### config.mk
export PLATFORM = sky130hd
export DESIGN_NAME = bit_serial_alu
export DESIGN_NICKNAME = d
export VERILOG_FILES = /design/src/rtl/bit_serial_alu_pkg.sv /design/src/rtl/bit_serial_alu_slice.sv /design/src/rtl/bit_serial_alu.sv
export SDC_FILE = /design/constraint.sdc
export NUM_CORES = 1
export LEC_CHECK = 0
export ABC_AREA = 1
export CAP_MARGIN = 20
export CORE_ASPECT_RATIO = 1.75
export CORE_MARGIN = 4
export CORE_UTILIZATION = 30
export CTS_CLUSTER_DIAMETER = 40
export DETAILED_ROUTE_END_ITERATION = 6
export PLACE_DENSITY = 0.48
export SETUP_SLACK_MARGIN = 0.05
export SLEW_MARGIN = 20
export SYNTH_ARGS = -nofsm -noshare
export SYNTH_HDL_FRONTEND = slang
export SYNTH_SLANG_ARGS = --single-unit
### constraint.sdc
create_clock -name clk -period 6.2 [get_ports clk]
set_input_delay 1.24 -clock clk [delete_from_list [all_inputs] [get_ports clk]]
set_output_delay 1.24 -clock clk [all_outputs]
set_load 0.005 [all_outputs]
### src/rtl/bit_serial_alu_pkg.sv
// Shared definitions for the bit-serial ALU: command codes, FSM states and
// a small command-decode helper.
package bit_serial_alu_pkg;

  typedef enum logic [2:0] {
    CMD_ADD  = 3'd0,
    CMD_SUB  = 3'd1,
    CMD_XOR  = 3'd2,
    CMD_SLT  = 3'd3,
    CMD_AND  = 3'd4,
    CMD_NAND = 3'd5,
    CMD_NOR  = 3'd6,
    CMD_OR   = 3'd7
  } cmd_e;

  typedef enum logic [1:0] {
    IDLE  = 2'd0,
    SHIFT = 2'd1,
    DONE  = 2'd2
  } state_e;

  // SUB and SLT run the adder as A + ~B + 1.
  function automatic logic uses_sub(input cmd_e c);
    return (c == CMD_SUB) || (c == CMD_SLT);
  endfunction

  function automatic logic is_arith(input cmd_e c);
    return (c == CMD_ADD) || (c == CMD_SUB);
  endfunction

endpackage

### src/rtl/bit_serial_alu_slice.sv
// One-bit ALU slice: full adder plus a logic-function mux selected by command.
module alu_bit_slice
  import bit_serial_alu_pkg::*;
(
  input  logic a,
  input  logic b,
  input  logic cin,
  input  cmd_e command,
  output logic out,
  output logic cout
);

  logic w_p;
  logic w_g;
  logic w_sum;

  assign w_p   = a ^ b;
  assign w_g   = a & b;
  assign w_sum = w_p ^ cin;
  assign cout  = w_g | (w_p & cin);

  always_comb begin
    out = w_sum;
    case (command)
      CMD_XOR:  out = w_p;
      CMD_AND:  out = w_g;
      CMD_NAND: out = ~w_g;
      CMD_NOR:  out = ~(a | b);
      CMD_OR:   out = a | b;
      default:  out = w_sum;
    endcase
  end

endmodule

### src/rtl/bit_serial_alu.sv
// Bit-serial ALU controller: streams operands LSB first through one slice,
// assembles the result and flags, and pulses done for one cycle.
module bit_serial_alu
  import bit_serial_alu_pkg::*;
#(
  parameter int WIDTH = 32
) (
  input  logic             clk,
  input  logic             reset,
  input  logic             start_valid,
  output logic             start_ready,
  input  logic [WIDTH-1:0] operandA,
  input  logic [WIDTH-1:0] operandB,
  input  logic [2:0]       command,
  output logic [WIDTH-1:0] result,
  output logic             carryout,
  output logic             overflow,
  output logic             zero,
  output logic             done
);

  localparam int CW = (WIDTH > 1) ? $clog2(WIDTH) : 1;
  localparam logic [CW-1:0] LAST = CW'(WIDTH - 1);

  state_e           r_state;
  logic [CW-1:0]    r_cnt;
  logic [WIDTH-1:0] r_a;
  logic [WIDTH-1:0] r_b;
  logic [WIDTH-2:0] r_shift;
  cmd_e             r_cmd;
  logic             r_carry;
  logic [WIDTH-1:0] r_result;
  logic             r_carryout;
  logic             r_overflow;
  logic             r_zero;
  logic             r_done;

  logic             w_xfer;
  logic             w_b_bit;
  logic             w_out;
  logic             w_cout;
  logic             w_ovf;
  logic [WIDTH-1:0] w_final;
  logic [WIDTH-1:0] w_res;

  assign w_xfer  = (r_state == IDLE) && start_valid;
  assign w_b_bit = r_b[0] ^ uses_sub(r_cmd);

  alu_bit_slice u_slice (
    .a       (r_a[0]),
    .b       (w_b_bit),
    .cin     (r_carry),
    .command (r_cmd),
    .out     (w_out),
    .cout    (w_cout)
  );

  // In the last SHIFT cycle r_carry is the carry into the MSB.
  assign w_final = {w_out, r_shift};
  assign w_ovf   = r_carry ^ w_cout;

  always_comb begin
    w_res = w_final;
    if (r_cmd == CMD_SLT) w_res = {{(WIDTH-1){1'b0}}, w_out ^ w_ovf};
  end

  // Operand and partial-result datapath
  always_ff @(posedge clk) begin
    if (w_xfer) begin
      r_a     <= operandA;
      r_b     <= operandB;
      r_cmd   <= cmd_e'(command);
      r_shift <= '0;
      r_carry <= uses_sub(cmd_e'(command));
    end else if (r_state == SHIFT) begin
      r_a     <= r_a >> 1;
      r_b     <= r_b >> 1;
      r_shift <= w_final[WIDTH-1:1];
      r_carry <= w_cout;
    end
  end

  // Control FSM and registered outputs
  always_ff @(posedge clk) begin
    if (reset) begin
      r_state    <= IDLE;
      r_cnt      <= '0;
      r_result   <= '0;
      r_carryout <= 1'b0;
      r_overflow <= 1'b0;
      r_zero     <= 1'b0;
      r_done     <= 1'b0;
    end else begin
      r_done <= 1'b0;
      case (r_state)
        IDLE: begin
          if (start_valid) begin
            r_cnt      <= '0;
            r_result   <= '0;
            r_carryout <= 1'b0;
            r_overflow <= 1'b0;
            r_zero     <= 1'b0;
            r_state    <= SHIFT;
          end
        end
        SHIFT: begin
          r_cnt <= r_cnt + 1'b1;
          if (r_cnt == LAST) begin
            r_result   <= w_res;
            r_carryout <= is_arith(r_cmd) & w_cout;
            r_overflow <= is_arith(r_cmd) & w_ovf;
            r_zero     <= (w_res == '0);
            r_done     <= 1'b1;
            r_state    <= DONE;
          end
        end
        DONE:    r_state <= IDLE;
        default: r_state <= IDLE;
      endcase
    end
  end

  assign start_ready = (r_state == IDLE);
  assign result      = r_result;
  assign carryout    = r_carryout;
  assign overflow    = r_overflow;
  assign zero        = r_zero;
  assign done        = r_done;

endmodule

==> impl_metrics.xml, run 1 <==
<?xml version="1.0" encoding="UTF-8"?>
<metrics>
  <group name="run_status">
    <metric name="run_status" unit="">completed</metric>
  </group>
  <group name="sta">
    <metric name="worst_clock_skew" unit="ps">13.86</metric>
    <metric name="whs" unit="ps">457.9</metric>
    <metric name="fmaxAchievable" unit="GHz">0.2755</metric>
    <metric name="grt_setup_unrepaired" unit="">false</metric>
    <metric name="tightest_slew" unit="ps">859.8</metric>
    <metric name="timing.final.hold_violations" unit="">0</metric>
    <metric name="setup-violations-final" unit="">0</metric>
    <metric name="finalMaxSlewViolations" unit="">0</metric>
    <metric name="final.period_utilization" unit="%">58.54</metric>
    <metric name="setup_total_negative_slack" unit="ps">0</metric>
    <metric name="worst_slew_margin_rel" unit="%">42.68</metric>
    <metric name="final_period_minus_worst_setup_slack" unit="ps">3629</metric>
  </group>
  <group name="global_route">
    <metric name="via_count_of_the_first_global_routing_pass" unit="">4651</metric>
    <metric name="overflow" unit="">0</metric>
    <metric name="grt.total_usage" unit="%">12.72</metric>
    <metric name="grt_start_max_net_pins" unit="">73</metric>
    <metric name="grt_first_pass_wirelength" unit="um">22090</metric>
    <metric name="antenna_violations_before_repair" unit="">0</metric>
  </group>
  <group name="synthesis">
    <metric name="flip_flop_and_latch_count_after_synthesis" unit="">142</metric>
    <metric name="synthDistinctLibCells" unit="">28</metric>
    <metric name="synth.yosys.seq_area_share" unit="%">61.47</metric>
    <metric name="syn_nets" unit="">715</metric>
    <metric name="syn_area_per_cell" unit="sq um">8.956</metric>
    <metric name="synth_area" unit="sq um">5732</metric>
    <metric name="synthesis.instances" unit="">640</metric>
    <metric name="synth.yosys.warnings" unit="">0</metric>
    <metric name="post-synth-top-area-cell" unit="">edfxtp_1</metric>
    <metric name="yosys-top-cells-area" unit="">edfxtp_1, dfxtp_1, nand2_1</metric>
    <metric name="post-synth-top-area-fraction" unit="%">35.63</metric>
  </group>
  <group name="route">
    <metric name="post-route-drc-count" unit="">0</metric>
    <metric name="postRouteAntennaNets" unit="">0</metric>
    <metric name="drt-wirelength-per-cell" unit="um">13.72</metric>
    <metric name="detailroute.via_count" unit="">4517</metric>
    <metric name="wirelength" unit="um">13570</metric>
    <metric name="starting_drt_drc_count" unit="">162</metric>
    <metric name="routed_via_density" unit="">4.567</metric>
    <metric name="detail_route.first_pass.iterations" unit="">4</metric>
  </group>
  <group name="power_and_ir_drop">
    <metric name="vdd.ir_drop.worst" unit="uV">133.0</metric>
    <metric name="post-layout-total-power" unit="mW">2.347</metric>
    <metric name="power.density" unit="nW/um^2">309.0</metric>
    <metric name="total_leakage_power" unit="nW">2.977</metric>
  </group>
  <group name="worst_setup_path">
    <metric name="cp-start-kind" unit="">input port</metric>
    <metric name="critical_path.cell_chain" unit="">clkdlybuf4s50_1 &gt; nand2_2 &gt; inv_2 &gt; buf_4 &gt; nor2_2 &gt; clkinv_2 &gt; buf_4</metric>
    <metric name="worst-endpoint-arrival" unit="ps">3660</metric>
    <metric name="worst_path_largest_cell_delay" unit="ps">740</metric>
    <metric name="slowest_stage_cell_cp" unit="">buf_4</metric>
    <metric name="crit_family" unit="">buffers and inverters</metric>
    <metric name="critical_path.max_fanout" unit="">72</metric>
    <metric name="combined_buffer_and_inverter_count_along_the_critical_path" unit="">5</metric>
    <metric name="required" unit="ps">6230</metric>
    <metric name="critPathCaptureType" unit="">flip-flop</metric>
    <metric name="timing.critical_path.mode_cell" unit="">buf_4</metric>
    <metric name="crit_type" unit="">input port to flip-flop</metric>
  </group>
  <group name="cts">
    <metric name="clkLatencyLatePin" unit="ps">410</metric>
    <metric name="clk_transition_reported_paths" unit="ps">60</metric>
    <metric name="post_cts.repair.setup_buffers" unit="">0</metric>
    <metric name="htreeDepth" unit="">4</metric>
    <metric name="cts_max_path_buffers" unit="">2</metric>
    <metric name="cts.sink_count" unit="">142</metric>
    <metric name="cts-buffers-inserted" unit="">17</metric>
    <metric name="clock_tree.root_cell" unit="">clkbuf_16</metric>
    <metric name="cts_hold_buffers" unit="">0</metric>
    <metric name="cts_tree" unit="">yes</metric>
    <metric name="cts_resized" unit="">0</metric>
  </group>
  <group name="job">
    <metric name="maxCapViolations" unit="">0</metric>
  </group>
  <group name="final_layout">
    <metric name="final_common_cell" unit="">nand2_1</metric>
    <metric name="finalCoreUtilization" unit="%">40.69</metric>
    <metric name="area_growth_syn_to_fin" unit="%">32.50</metric>
    <metric name="drive_above_1_share" unit="%">5.859</metric>
    <metric name="mostFrequentLayoutCells" unit="">nand2_1, clkdlybuf4s50_1, dfxtp_1</metric>
    <metric name="design.final.nets" unit="">813</metric>
    <metric name="finalInstanceArea" unit="sq um">7595</metric>
    <metric name="diode_insertion_count_for_antenna_repair" unit="">0</metric>
  </group>
  <group name="worst_hold_path">
    <metric name="worst_hold_path_type" unit="">flip-flop to flip-flop</metric>
  </group>
  <group name="place">
    <metric name="detailedPlacementHpwl" unit="um">9477</metric>
    <metric name="post_dp_cell_area" unit="sq um">6997</metric>
    <metric name="gp_congestion" unit="">0.7483</metric>
    <metric name="place.port_buffers" unit="">106</metric>
  </group>
  <group name="floorplan">
    <metric name="start_util" unit="%">30.71</metric>
    <metric name="floorplan.die_area" unit="sq um">21470</metric>
    <metric name="num_rows" unit="">66</metric>
    <metric name="chipWidth" unit="um">112.5</metric>
    <metric name="boundaryPins" unit="">107</metric>
    <metric name="dieHeight" unit="um">190.9</metric>
    <metric name="floorplan.core_area" unit="sq um">18660</metric>
  </group>
</metrics>
## routing by layer
| layer | vias to the layer above | part of all wire [%] | GRT usage (%) |
|---|---|---|---|
| li1 | 2306 | - | - |
| met2 | 106 | 53 | 22.99 |
| met4 | 0 | 1.5 | 4.581 |
| met3 | 14 | 3.9 | 2.858 |
| met5 | - | 0 | 0 |
| met1 | 2091 | 41 | 14.57 |
## worst reg2reg max path: stages (launching register included)
cell,delay (ps)
dfxtp_1,310
nor2_1,210
nand2_2,90
inv_2,50
buf_4,510
nor2_2,170
clkinv_2,360
buf_4,740
## area by class of cell
class	instances	area (sq um)
tap	238	297.8
sequential	142	3523
fill	1939	11070
clock inverter	13	165.2
clock buffer	19	432.9
inverter	61	230.2
timing repair buffer	112	1106
multi-input combinational	404	1839
## registers in the layout, indices dropped and copies added (netlist names)
register	flops
r_b	32
r_carry	1
carryout	1
zero	1
r_cmd	3
r_state	2
overflow	1
r_shift	31
r_a	32
r_cnt	5
result	32
done	1
## report_power, final
group / internal, mW / switching, mW / total, mW
clock network: 0.636 / 0.395 / 1.03
registers: 1.07 / 0.0234 / 1.09
logic: 0.0908 / 0.132 / 0.223
total: 1.80 / 0.550 / 2.35
## through the flow
stage	cells	setup slack (ps)
after floorplan	640	3387
after global routing	989	2339
after global placement	957	2133
after CTS	989	2488
after detailed placement	957	2054
final	989	2571
## logic make-up (layout without fill, tap and decap cells)
kind of cell | after synthesis | after routing | synth area share [%]
buf+inv | 94 | 205 | 6.483
fa+ha+maj | 5 | 5 | 1.222
compound gates | 91 | 91 | 9.059
flops | 142 | 142 | 61.47
simple gates | 306 | 306 | 21.46
xor+xnor | 2 | 2 | 0.3057
## worst paths after layout
path / depth (start not counted) / endpoint / slack (ps) / start
worst max-delay path: 7 / r_b[9] / 2570 / start_valid
worst min-delay path: 2 / result[14] / 460 / result[14]
worst max register to register: 7 / r_b[9] / 3330 / r_state[0]
worst min register to register: 2 / result[14] / 460 / result[14]
## synthesized netlist by cell type
master and instances:
buf_2 9, a221oi_1 2, a21oi_1 31, edfxtp_1 68, nand4_1 1, nor2_4 1
o21ai_0 19, dfxtp_1 74, clkinv_1 1, buf_6 1, nor2_2 2, inv_2 3
nand3b_1 2, xor2_1 2, o21a_1 1, clkbuf_1 19, o22ai_1 29, fa_1 1
buf_1 4, nor3_1 2, nor2_1 10, ha_1 4, o31ai_1 7, nand3_2 1
inv_1 57, nand2_1 247, o21ai_1 2, nand3_1 40
(Power assumes the default switching activity.)
==> run 2: changes to the inputs <==
Clock period 6.2 ns to 3.48 ns, I/O delays scaled along.
==> run 2 against run 1 <==
Via count decreased by 0.38%. Routed wire length grew 2.3%. Die area unchanged. Non-clock buffer count up 3. Sequential share of layout area down 0.33 points. Utilization rose by 0.29 points. Total power grew 81%. Clock power rose by 84%.
==> impl_metrics.xml, run 2 (synthesis gave the netlist of run 1 again) <==
<?xml version="1.0" encoding="UTF-8"?>
<metrics>
  <group name="run_status">
    <metric name="run_status" unit="">completed</metric>
  </group>
  <group name="floorplan">
    <metric name="floorplan.core_area" unit="sq um">18660</metric>
    <metric name="boundaryPins" unit="">107</metric>
    <metric name="dieHeight" unit="um">190.9</metric>
    <metric name="chipWidth" unit="um">112.5</metric>
    <metric name="num_rows" unit="">66</metric>
    <metric name="start_util" unit="%">30.71</metric>
    <metric name="floorplan.die_area" unit="sq um">21470</metric>
  </group>
  <group name="worst_setup_path">
    <metric name="combined_buffer_and_inverter_count_along_the_critical_path" unit="">2</metric>
    <metric name="critical_path.cell_chain" unit="">inv_1 &gt; nand2_1 &gt; xor2_1 &gt; inv_1 &gt; ha_1 &gt; nand3b_1 &gt; nand3_1 &gt; nand2_1 &gt; nand2_1 &gt; nand3_1 &gt; nand2_1 &gt; nor2_1 &gt; nor2_1 &gt; nor2_1</metric>
    <metric name="crit_type" unit="">flip-flop to flip-flop</metric>
    <metric name="worst-endpoint-arrival" unit="ps">2580</metric>
    <metric name="required" unit="ps">3780</metric>
    <metric name="rrSetupSlack" unit="ps">1200</metric>
    <metric name="slowest_stage_cell_cp" unit="">edfxtp_1</metric>
    <metric name="worst_path_largest_cell_delay" unit="ps">430</metric>
    <metric name="cp-start-kind" unit="">flip-flop</metric>
    <metric name="crit_family" unit="">simple AND/OR/NAND/NOR gates</metric>
    <metric name="critPathCaptureType" unit="">flip-flop</metric>
    <metric name="timing.critical_path.mode_cell" unit="">nand2_1</metric>
    <metric name="critical_path.max_fanout" unit="">4</metric>
  </group>
  <group name="sta">
    <metric name="whs" unit="ps">460.4</metric>
    <metric name="tightest_slew" unit="ps">673.3</metric>
    <metric name="finalMaxSlewViolations" unit="">0</metric>
    <metric name="final_period_minus_worst_setup_slack" unit="ps">2278</metric>
    <metric name="worst_slew_margin_rel" unit="%">55.11</metric>
    <metric name="timing.final.hold_violations" unit="">0</metric>
    <metric name="setup-violations-final" unit="">0</metric>
    <metric name="grt_setup_unrepaired" unit="">false</metric>
    <metric name="setup_total_negative_slack" unit="ps">0</metric>
    <metric name="fmaxAchievable" unit="GHz">0.4389</metric>
    <metric name="final.period_utilization" unit="%">65.47</metric>
    <metric name="worst_clock_skew" unit="ps">9.157</metric>
  </group>
  <group name="route">
    <metric name="drt-wirelength-per-cell" unit="um">14.00</metric>
    <metric name="wirelength" unit="um">13880</metric>
    <metric name="post-route-drc-count" unit="">0</metric>
    <metric name="detail_route.first_pass.iterations" unit="">4</metric>
    <metric name="routed_via_density" unit="">4.536</metric>
    <metric name="detailroute.via_count" unit="">4500</metric>
    <metric name="starting_drt_drc_count" unit="">203</metric>
    <metric name="postRouteAntennaNets" unit="">0</metric>
  </group>
  <group name="final_layout">
    <metric name="finalCoreUtilization" unit="%">40.98</metric>
    <metric name="layoutNonFillerInstCount" unit="">992</metric>
    <metric name="finalInstanceArea" unit="sq um">7649</metric>
    <metric name="final_common_cell" unit="">nand2_1</metric>
    <metric name="drive_above_1_share" unit="%">6.499</metric>
    <metric name="design.final.nets" unit="">816</metric>
    <metric name="area_growth_syn_to_fin" unit="%">33.44</metric>
    <metric name="diode_insertion_count_for_antenna_repair" unit="">0</metric>
    <metric name="final.fill_count" unit="">1944</metric>
    <metric name="mostFrequentLayoutCells" unit="">nand2_1, clkdlybuf4s50_1, dfxtp_1</metric>
  </group>
  <group name="cts">
    <metric name="cts.sink_count" unit="">142</metric>
    <metric name="clk_transition_reported_paths" unit="ps">60</metric>
    <metric name="cts-buffers-inserted" unit="">17</metric>
    <metric name="clkLatencyLatePin" unit="ps">420</metric>
    <metric name="htreeDepth" unit="">4</metric>
    <metric name="cts_hold_buffers" unit="">0</metric>
    <metric name="cts_tree" unit="">yes</metric>
    <metric name="clock_tree.root_cell" unit="">clkbuf_16</metric>
    <metric name="cts_max_path_buffers" unit="">2</metric>
    <metric name="cts_resized" unit="">0</metric>
    <metric name="post_cts.repair.setup_buffers" unit="">0</metric>
  </group>
  <group name="global_route">
    <metric name="overflow" unit="">0</metric>
    <metric name="global_route.usage.met1" unit="%">14.13</metric>
    <metric name="grt_use_met3" unit="%">3.207</metric>
    <metric name="met2_routing_resource_usage_after_global_routing" unit="%">24.32</metric>
    <metric name="grt_first_pass_wirelength" unit="um">22500</metric>
    <metric name="antenna_violations_before_repair" unit="">0</metric>
    <metric name="grt_start_max_net_pins" unit="">68</metric>
    <metric name="busiest_layer" unit="">met2</metric>
    <metric name="grt.total_usage" unit="%">13.24</metric>
    <metric name="via_count_of_the_first_global_routing_pass" unit="">4608</metric>
  </group>
  <group name="place">
    <metric name="dpl.cell_count" unit="">960</metric>
    <metric name="gp_congestion" unit="">0.7800</metric>
    <metric name="detailedPlacementHpwl" unit="um">9868</metric>
    <metric name="place.port_buffers" unit="">106</metric>
    <metric name="post_dp_cell_area" unit="sq um">7032</metric>
  </group>
  <group name="power_and_ir_drop">
    <metric name="combPwrFrac" unit="%">9.5</metric>
    <metric name="switching_share" unit="%">24.84</metric>
    <metric name="total_leakage_power" unit="nW">3.024</metric>
    <metric name="clkPwrFrac" unit="%">44.7</metric>
    <metric name="vdd.ir_drop.worst" unit="uV">277.0</metric>
    <metric name="power.internal" unit="mW">3.199</metric>
    <metric name="power.density" unit="nW/um^2">556.5</metric>
    <metric name="net_switching_power" unit="mW">1.058</metric>
    <metric name="share_seq_of_total_power" unit="%">45.8</metric>
  </group>
  <group name="worst_hold_path">
    <metric name="worst_hold_path_type" unit="">flip-flop to flip-flop</metric>
  </group>
  <group name="job">
    <metric name="maxCapViolations" unit="">0</metric>
  </group>
</metrics>
[run 2: changes by cell type in the layout (fill, tap and decap cells not counted), sizes merged]
| cell | previous run | this run |
|---|---|---|
| inv | 62 | 69 |
| clkinv | 5 | 4 |
| buf | 6 | 9 |
| clkinvlp | 4 | 0 |
| clkbuf | 19 | 18 |
| bufinv | 3 | 2 |
[run 2: power groups by stage]
stage	sequential [mW]	combinational, mW	clock (mW)
3_5_place_dp	1.98	0.415	0
5_1_grt	1.96	0.466	2.00
4_1_cts	1.95	0.417	1.95
2_1_floorplan	1.97	0.250	0
6_report	1.95	0.406	1.90
3_3_place_gp	1.98	0.407	0
[run 2: layer usage]
metal,vias to the layer above,share of wire [%]
met2,107,53
met1,2070,40
met5,-,0
met3,24,4.6
met4,0,2.4
li1,2299,-
[run 2: tightest hold or removal path: cells and delay by family (launching register included)]
family           cells  cell delay [ps]
flip-flops           1              310
AND/OR/NAND/NOR      1               60
AO/OA/AOI/OAI        1               50
[run 2: worst paths after layout]
| kind | start | to | cells past startpoint |
|---|---|---|---|
| hold reg to reg | result[9] | result[9] | 2 |
| setup reg to reg | r_cmd[2] | zero | 14 |
| setup / recovery | r_cmd[2] | zero | 14 |
| hold / removal | result[9] | result[9] | 2 |
[run 2: final cells by class]
cell class              instances  area [sq um]  area share, %
clock buffers                  18         450.4          5.889
clock inverters                14         166.4          2.176
inverters                      61         230.2          3.010
multi-input cells             404          1839          24.05
flip-flops and latches        142          3523          46.07
well taps                     238         297.8          3.893
repair buffers                115          1141          14.92
[run 2: metrics by stage]
stage	worst slack, ps	total power, mW
2_1_floorplan	1211	2.220
3_3_place_gp	1027	2.389
3_5_place_dp	993.8	2.399
4_1_cts	1187	4.315
5_1_grt	989.8	4.430
6_report	1202	4.257
==> run 3: changes to the inputs <==
Settings changed: PLACE_DENSITY 0.48 to 0.5.
Clock period 3.48 ns to 1.9 ns, I/O delays scaled along.
==> run 3 against run 2 <==
The run now ends with negative setup slack left. Clock-buffer cell count did not move. Total power rose by 85%. Sequential cell count did not move. Routed wire length rose by 1.0%. First-iteration DRC count fell by 31%. Critical path depth fell by 1. Utilization rose by 2.3 points. Largest cell class unchanged. Non-clock buffer count rose by 24. Final cell count rose by 2.4%. Worst hold slack got worse by 2.4 ps. Clock power rose by 79%. Setup slack got worse by 1300 ps.
==> impl_metrics.xml, run 3 (synthesis gave the netlist of run 1 again) <==
<?xml version="1.0" encoding="UTF-8"?>
<metrics>
  <group name="run_status">
    <metric name="run_status" unit="">finished with violations</metric>
    <metric name="violations_in_the_final_reports" unit="">negative setup slack</metric>
  </group>
  <group name="final_layout">
    <metric name="diode_insertion_count_for_antenna_repair" unit="">0</metric>
    <metric name="multi_input_comb_area" unit="sq um">1972</metric>
    <metric name="drive_above_1_share" unit="%">12.98</metric>
    <metric name="final.fill_count" unit="">1895</metric>
    <metric name="area_growth_syn_to_fin" unit="%">41.02</metric>
    <metric name="finalInstanceArea" unit="sq um">8083</metric>
    <metric name="final_common_cell" unit="">nand2_1</metric>
    <metric name="layout.area.seq" unit="sq um">3527</metric>
    <metric name="mostFrequentLayoutCells" unit="">nand2_1, clkdlybuf4s50_1, dfxtp_1</metric>
    <metric name="design.final.nets" unit="">840</metric>
    <metric name="layoutNonFillerInstCount" unit="">1016</metric>
  </group>
  <group name="worst_hold_path">
    <metric name="worst_hold_path.endpoint" unit="">result[9]</metric>
    <metric name="worst_hold_path_type" unit="">flip-flop to flip-flop</metric>
    <metric name="min_path_cells" unit="">2</metric>
    <metric name="min_from" unit="">result[9]</metric>
  </group>
  <group name="place">
    <metric name="gp_congestion" unit="">0.7516</metric>
    <metric name="post_dp_cell_area" unit="sq um">7202</metric>
    <metric name="pre_cts_slack" unit="ps">-76.62</metric>
    <metric name="place.port_buffers" unit="">106</metric>
    <metric name="detailedPlacementHpwl" unit="um">9611</metric>
    <metric name="dpl.cell_count" unit="">973</metric>
  </group>
  <group name="worst_setup_path">
    <metric name="r2r-start" unit="">r_cmd[2]</metric>
    <metric name="critical_path.max_fanout" unit="">3</metric>
    <metric name="reg2reg_to" unit="">zero</metric>
    <metric name="reg2regPathDepth" unit="">13</metric>
    <metric name="crit_type" unit="">flip-flop to flip-flop</metric>
    <metric name="critPathCaptureType" unit="">flip-flop</metric>
    <metric name="rrSetupSlack" unit="ps">-70</metric>
    <metric name="worst-endpoint-arrival" unit="ps">2260</metric>
    <metric name="crit_path_start" unit="">r_cmd[2]</metric>
    <metric name="required" unit="ps">2190</metric>
    <metric name="cp-start-kind" unit="">flip-flop</metric>
  </group>
  <group name="route">
    <metric name="starting_drt_drc_count" unit="">140</metric>
    <metric name="routed_via_density" unit="">4.589</metric>
    <metric name="detailroute.via_count" unit="">4662</metric>
    <metric name="detail_route.first_pass.iterations" unit="">4</metric>
    <metric name="postRouteAntennaNets" unit="">0</metric>
    <metric name="drt-wirelength-per-cell" unit="um">13.81</metric>
    <metric name="post-route-drc-count" unit="">0</metric>
    <metric name="wirelength" unit="um">14030</metric>
  </group>
  <group name="floorplan">
    <metric name="floorplan.core_area" unit="sq um">18660</metric>
    <metric name="floorplan.die_area" unit="sq um">21470</metric>
    <metric name="start_util" unit="%">30.71</metric>
    <metric name="boundaryPins" unit="">107</metric>
    <metric name="dieHeight" unit="um">190.9</metric>
    <metric name="chipWidth" unit="um">112.5</metric>
    <metric name="num_rows" unit="">66</metric>
  </group>
  <group name="cts">
    <metric name="htreeDepth" unit="">4</metric>
    <metric name="clk_transition_reported_paths" unit="ps">60</metric>
    <metric name="clock_tree.root_cell" unit="">clkbuf_16</metric>
    <metric name="cts_hold_buffers" unit="">0</metric>
    <metric name="cts_tree" unit="">yes</metric>
    <metric name="cts.sink_count" unit="">142</metric>
    <metric name="cts_max_path_buffers" unit="">2</metric>
    <metric name="cts-buffers-inserted" unit="">17</metric>
    <metric name="clkLatencyLatePin" unit="ps">420</metric>
  </group>
  <group name="global_route">
    <metric name="met2_routing_resource_usage_after_global_routing" unit="%">23.33</metric>
    <metric name="grt_start_max_net_pins" unit="">66</metric>
    <metric name="grt.total_usage" unit="%">12.85</metric>
    <metric name="grt_first_pass_wirelength" unit="um">22310</metric>
    <metric name="antenna_violations_before_repair" unit="">0</metric>
    <metric name="overflow" unit="">0</metric>
    <metric name="global_route.usage.met1" unit="%">14.57</metric>
    <metric name="via_count_of_the_first_global_routing_pass" unit="">4618</metric>
    <metric name="grt_use_met3" unit="%">2.795</metric>
    <metric name="busiest_layer" unit="">met2</metric>
  </group>
  <group name="sta">
    <metric name="final_period_minus_worst_setup_slack" unit="ps">1968</metric>
    <metric name="timing.final.hold_violations" unit="">0</metric>
    <metric name="grt_setup_unrepaired" unit="">true</metric>
    <metric name="setup_total_negative_slack" unit="ps">-67.61</metric>
    <metric name="tightest_slew" unit="ps">359.0</metric>
    <metric name="final.period_utilization" unit="%">103.6</metric>
    <metric name="finalWorstSetupSlack" unit="ps">-67.61</metric>
    <metric name="setup-violations-final" unit="">1</metric>
    <metric name="finalMaxSlewViolations" unit="">0</metric>
    <metric name="worst_slew_margin_rel" unit="%">76.06</metric>
    <metric name="fmaxAchievable" unit="GHz">0.5082</metric>
    <metric name="worst_clock_skew" unit="ps">10.96</metric>
  </group>
  <group name="power_and_ir_drop">
    <metric name="total_leakage_power" unit="nW">3.217</metric>
    <metric name="vdd.ir_drop.worst" unit="uV">534.5</metric>
    <metric name="power.density" unit="nW/um^2">973.1</metric>
  </group>
  <group name="job">
    <metric name="maxCapViolations" unit="">0</metric>
  </group>
</metrics>
## run 3: layout make-up
| cell class | count | area share [%] |
|---|---|---|
| clock buffer | 18 | 5.573 |
| clock inverter | 14 | 1.904 |
| inverter | 61 | 2.848 |
| multi-input combinational | 404 | 24.40 |
| sequential | 142 | 43.64 |
| tap | 238 | 3.684 |
| timing repair buffer | 139 | 17.96 |
## run 3: per-layer routing
layer  up-vias  part of all wire, %
met1      2168                   40
met4         0                  1.9
met2       120                   53
met5         -                    0
li1       2358                    -
met3        16                  5.1
## run 3: through the flow
step / util [%] / hold slack, ps / total power, mW
2_1_floorplan: - / 428.6 / 4.068
3_3_place_gp: 38.59 / 449.9 / 4.422
3_5_place_dp: 38.59 / 453.8 / 4.443
4_1_cts: 42.06 / 463.8 / 7.880
5_1_grt: 43.31 / 473.1 / 8.198
6_report: 43.31 / 457.9 / 7.865
## run 3: worst max path at each step
| stage | cells past startpoint | slack (ps) | to |
|---|---|---|---|
| 5_1_grt | 13 | -230 | zero |
| 3_3_place_gp | 13 | -6 | zero |
| 4_1_cts | 13 | -80 | zero |
| 2_1_floorplan | 13 | 9 | zero |
| 6_report | 13 | -70 | zero |
| 3_5_place_dp | 13 | -80 | zero |
## run 3: power by group
part	switching [mW]	internal (mW)
clock	1.36	2.04
sequential	0.0810	3.49
combinational	0.487	0.411
total	1.93	5.94
## run 3: worst max-delay path, cell delays in order, from the launching register on
cell      delay (ps)
edfxtp_1         400
inv_2             90
nand2_4           60
xor2_4           160
fa_1             550
o21ai_2           60
nand3_2           80
nand2_2           70
nand2_2           60
nand3_2           60
nand2_2           60
nor2_1            40
nor2_1            90
nor2_1            40
## run 3: timing repair
item,in CTS,in global routing
setup buffers,3,6
endpoints found under the setup margin,3,35
pin swaps,4,10
cloned,0,2
resized for setup,6,32
